<file path="config.mk">
export PLATFORM = sky130hd
export DESIGN_NAME = switch_debouncer
export DESIGN_NICKNAME = d
export VERILOG_FILES = /design/src/rtl/switch_debouncer.sv
export SDC_FILE = /design/constraint.sdc
export NUM_CORES = 1
export LEC_CHECK = 0
export CAP_MARGIN = 15
export CORE_ASPECT_RATIO = 1.4
export CORE_MARGIN = 2
export CORE_UTILIZATION = 55
export DETAILED_ROUTE_END_ITERATION = 8
export PLACE_DENSITY = 0.78
export REMOVE_ABC_BUFFERS = 1
export SYNTH_ARGS = -nofsm -noshare
export SYNTH_HDL_FRONTEND = slang
export SYNTH_SLANG_ARGS = --single-unit
</file>
<file path="constraint.sdc">
create_clock -name clk -period 2.8 [get_ports clk]
set_input_delay 0.84 -clock clk [delete_from_list [all_inputs] [get_ports clk]]
set_output_delay 0.84 -clock clk [all_outputs]
set_load 0.01 [all_outputs]
</file>
<file path="src/rtl/switch_debouncer.sv">
// Two-flop synchronizer plus per-bit debounce FSM for raw DIP-switch inputs.
// Presents a registered stable vector, a one-cycle change strobe with per-bit mask, and a busy flag.
module switch_debouncer #(
    parameter int               WIDTH           = 4,
    parameter int               DEBOUNCE_CYCLES = 200,
    parameter logic [WIDTH-1:0] RESET_VALUE     = '0
) (
    input  logic             clk,
    input  logic             reset,
    input  logic [WIDTH-1:0] sw_raw,
    output logic [WIDTH-1:0] sw_stable,
    output logic             changed,
    output logic [WIDTH-1:0] changed_mask,
    output logic             busy
);

    localparam int            CW      = (DEBOUNCE_CYCLES > 1) ? $clog2(DEBOUNCE_CYCLES) : 1;
    localparam logic [CW-1:0] CNT_MAX = CW'(DEBOUNCE_CYCLES - 1);
    localparam logic [CW-1:0] CNT_ONE = CW'(1);

    typedef enum logic {
        ST_STABLE,
        ST_COUNTING
    } deb_state_e;

    logic [WIDTH-1:0] sync1;
    logic [WIDTH-1:0] sync2;
    deb_state_e       state     [WIDTH];
    deb_state_e       state_nxt [WIDTH];
    logic [CW-1:0]    cnt       [WIDTH];
    logic [CW-1:0]    cnt_nxt   [WIDTH];
    logic [WIDTH-1:0] stable_nxt;
    logic [WIDTH-1:0] mask_nxt;
    logic             busy_nxt;

    always_comb begin
        // NOTE: every combinational output gets a default first so no path leaves it unassigned (no latch).
        stable_nxt = sw_stable;
        mask_nxt   = '0;
        busy_nxt   = 1'b0;
        for (int i = 0; i < WIDTH; i++) begin
            state_nxt[i] = state[i];
            cnt_nxt[i]   = cnt[i];
            case (state[i])
                ST_STABLE: begin
                    if (sync2[i] != sw_stable[i]) begin
                        cnt_nxt[i]   = CNT_ONE;
                        state_nxt[i] = ST_COUNTING;
                    end
                end
                ST_COUNTING: begin
                    if (sync2[i] == sw_stable[i]) begin
                        // Input bounced back before the window closed: discard the attempt.
                        cnt_nxt[i]   = '0;
                        state_nxt[i] = ST_STABLE;
                    end else if (cnt[i] == CNT_MAX) begin
                        stable_nxt[i] = sync2[i];
                        mask_nxt[i]   = 1'b1;
                        cnt_nxt[i]    = '0;
                        state_nxt[i]  = ST_STABLE;
                    end else begin
                        cnt_nxt[i] = cnt[i] + CNT_ONE;
                    end
                end
                default: begin
                    cnt_nxt[i]   = '0;
                    state_nxt[i] = ST_STABLE;
                end
            endcase
            busy_nxt = busy_nxt | (cnt_nxt[i] != '0);
        end
    end

    // NOTE: sequential state uses non-blocking assignments so all flops update from pre-edge values.
    always_ff @(posedge clk) begin
        if (!reset) begin
            sync1        <= RESET_VALUE;
            sync2        <= RESET_VALUE;
            sw_stable    <= RESET_VALUE;
            changed      <= 1'b0;
            changed_mask <= '0;
            busy         <= 1'b0;
            for (int i = 0; i < WIDTH; i++) begin
                state[i] <= ST_STABLE;
                cnt[i]   <= '0;
            end
        end else begin
            sync1        <= sw_raw;
            sync2        <= sync1;
            sw_stable    <= stable_nxt;
            changed_mask <= mask_nxt;
            changed      <= |mask_nxt;
            busy         <= busy_nxt;
            for (int i = 0; i < WIDTH; i++) begin
                state[i] <= state_nxt[i];
                cnt[i]   <= cnt_nxt[i];
            end
        end
    end

endmodule

</file>
==> qor.yml <==
min_path:
  hold_class: "reg -> reg"
  holdPathStages: 1
route:
  m1WireLength_um: 2680
  drt_iter0_drc: 98
  viasPerCell: 5.99
  wl_met2_um: 3340
  post_drt_wl_per_cell_um: 15.2
  wl_um: 6300
  num_vias: 2481
  met3WireLength_um: 156
  drc: 0
  routed.top_layer: "met4"
  antenna_left: 0
  first_pass_iters: 4
synthesis:
  synth_area_leaders: "dfxtp_1, nor2_1, nand2_1"
  ys_seq_area_frac: 0.396
  synth_enable_flop_cells: 0
  syn-cell-area_sq_um: 2730
  synth_async_sr_flop_share: 0
  syn_area_per_cell_sq_um: 8.27
  ys_seq_elements: 54
  yosysTopAreaCell: "dfxtp_1"
  synth_ff_type: "dfxtp_1"
  synth_top_area_share: 0.396
  ys.warnings.count: 0
  synth_cells: 330
  yosysUniqueCellTypes: 62
clocking:
  cts-root-buf: "clkbuf_8"
  clkSinkCount: 54
  cts.path.max_buffers: 2
  insertion_delay_ns: 0.30
  cts_tree: "yes"
  cts_inserted_buffers: 5
  htreeDepth: 2
  path_clk_slew_ns: 0.09
power:
  p_per_area_nw_per_um2: 450
  p_leak_nw: 1.17
  ir_drop_mv: 0.410
  total_power_mw: 1.40
setup_path:
  r2r_cells: 8
  start_kind: "register"
  cp-end-kind: "register"
  reg2reg_slack_ns: 0.09
  cp_data_required_time_ns: 3.00
  cp_max_fo: 4
  path_class: "reg -> reg"
  cp.arrival_ns: 2.90
die:
  coreArea_sq_um: 4800
  die-area_sq_um: 5550
  die_w_um: 63.5
  fp.dieH_um: 87.4
  num_rows: 30
  start_util: 0.568
  io_pins: 16
global_route:
  grt_util_all_layers: 0.248
  antenna_found_initial: 0
  grt_pass1_wl_um: 10900
  grt_max_degree: 27
  grt_remaining_overflow: 0
  grt_pass1_vias: 2365
sta:
  fin_crit_ns: 2.71
  slew_headroom: 0.706
  fin_ws_ns: 0.0927
  skew_ns: 0.00605
  hold_viol_final: 0
  rsz0062_at_grt: "no"
  worst_slew_pin_slew_ns: 0.435
  period_share: 0.967
  drv_slew: 0
  fmax_ghz: 0.369
  tns_ns: 0
  setup_viol: 0
  fin_hold_ws_ns: 0.437
final_layout:
  syn_to_final_growth_pct: 13.7
  drive_above_1_share: 0.103
  fin_util: 0.646
  n_antenna_cell: 0
  fin_cells: 414
  nNetsFinal: 362
  fin_area_sq_um: 3100
place:
  dpl.hpwl_um: 4650
  io_buffers: 15
  dp_cells: 407
  routabilityCongestion: 0.896
  pre_cts_ws_ns: 0.142
  placed_area_sq_um: 2980
flow_run:
  cap_violations: 0
outcome:
  outcome: "finished clean"
## registers in the layout, indices dropped and copies added (netlist names)
name and cells:
sync2 4, sync1 4, cnt 32, changed_mask 4, state 4, changed 1, sw_stable 4, busy 1
## power breakdown
group / internal [mW] / leakage, nW / switching [mW]
registers: 0.779 / 0.438 / 0.0110
logic: 0.0363 / 0.677 / 0.0451
clock network: 0.286 / 0.0573 / 0.239
total: 1.10 / 1.17 / 0.295
## cells by family (layout without fill, tap and decap cells)
group	after synthesis	count (layout)	share of synthesized area
AO/OA/AOI/OAI	78	78	0.187
adder cells (fa/ha/maj)	6	6	0.0275
multiplexers	1	1	0.00367
XOR/XNOR	11	11	0.0408
buffers and inverters	22	42	0.0357
AND/OR/NAND/NOR	158	158	0.310
flip-flops	54	54	0.396
## layout by cell type, fill, tap and decap left out, types with 4 or more instances in the layout
cell              n
clkdlybuf4s50_1  15
nor2_1           34
and3_1           10
and2_1           14
nand3_1          17
a21oi_1          24
a31oi_1           5
xnor2_1           4
dfxtp_1          53
nand4b_1          6
inv_1             7
xor2_1            4
nand2_1          33
o21ai_0          22
clkbuf_8          6
ha_1              6
buf_4            11
nor3_1            9
nand4_1           6
## critical path, stage by stage (launching register included)
cell,delay (ns)
dfxtp_1,0.40
ha_1,0.21
or3b_4,0.41
o211ai_4,0.25
nor2_1,0.08
o21ai_0,0.27
nand4_1,0.12
or4_1,0.43
o41a_1,0.43
## cell usage after synthesis (7+ instances only)
cell,instances
and2_1,14
nand2_1,33
nor3_1,9
clkbuf_1,10
nor2_1,34
and3_1,10
inv_1,7
nand3_1,17
dfxtp_1,54
a21oi_1,24
o21ai_0,22
## final cells by class
cell class / instances / area (sq um)
clock buffers: 6 / 82.6
inverters: 9 / 36.3
clock inverters: 1 / 30.0
flip-flops and latches: 54 / 1080
multi-input cells: 254 / 1560
well taps: 64 / 80.1
fillers: 461 / 1700
repair buffers: 26 / 233
## final timing paths
path | from | endpoint
max | cnt[1][1] | busy
min | sync1[1] | sync2[1]
max reg2reg | cnt[1][1] | busy
min reg2reg | sync1[1] | sync2[1]
## what timing repair did
action | CTS | global route
hold buffers | 0 | 0
gates resized for setup | 0 | 3
setup buffers | 0 | 0
endpoints found under the setup margin | 0 | 1
endpoints found under the hold margin | 0 | 0
## routing by layer
metal / vias up / track usage
met5: - / 0
met2: 47 / 0.472
met3: 17 / 0.0349
met4: 0 / 0.0771
li1: 1231 / -
met1: 1186 / 0.282
Power figures use the tool's default switching activity.
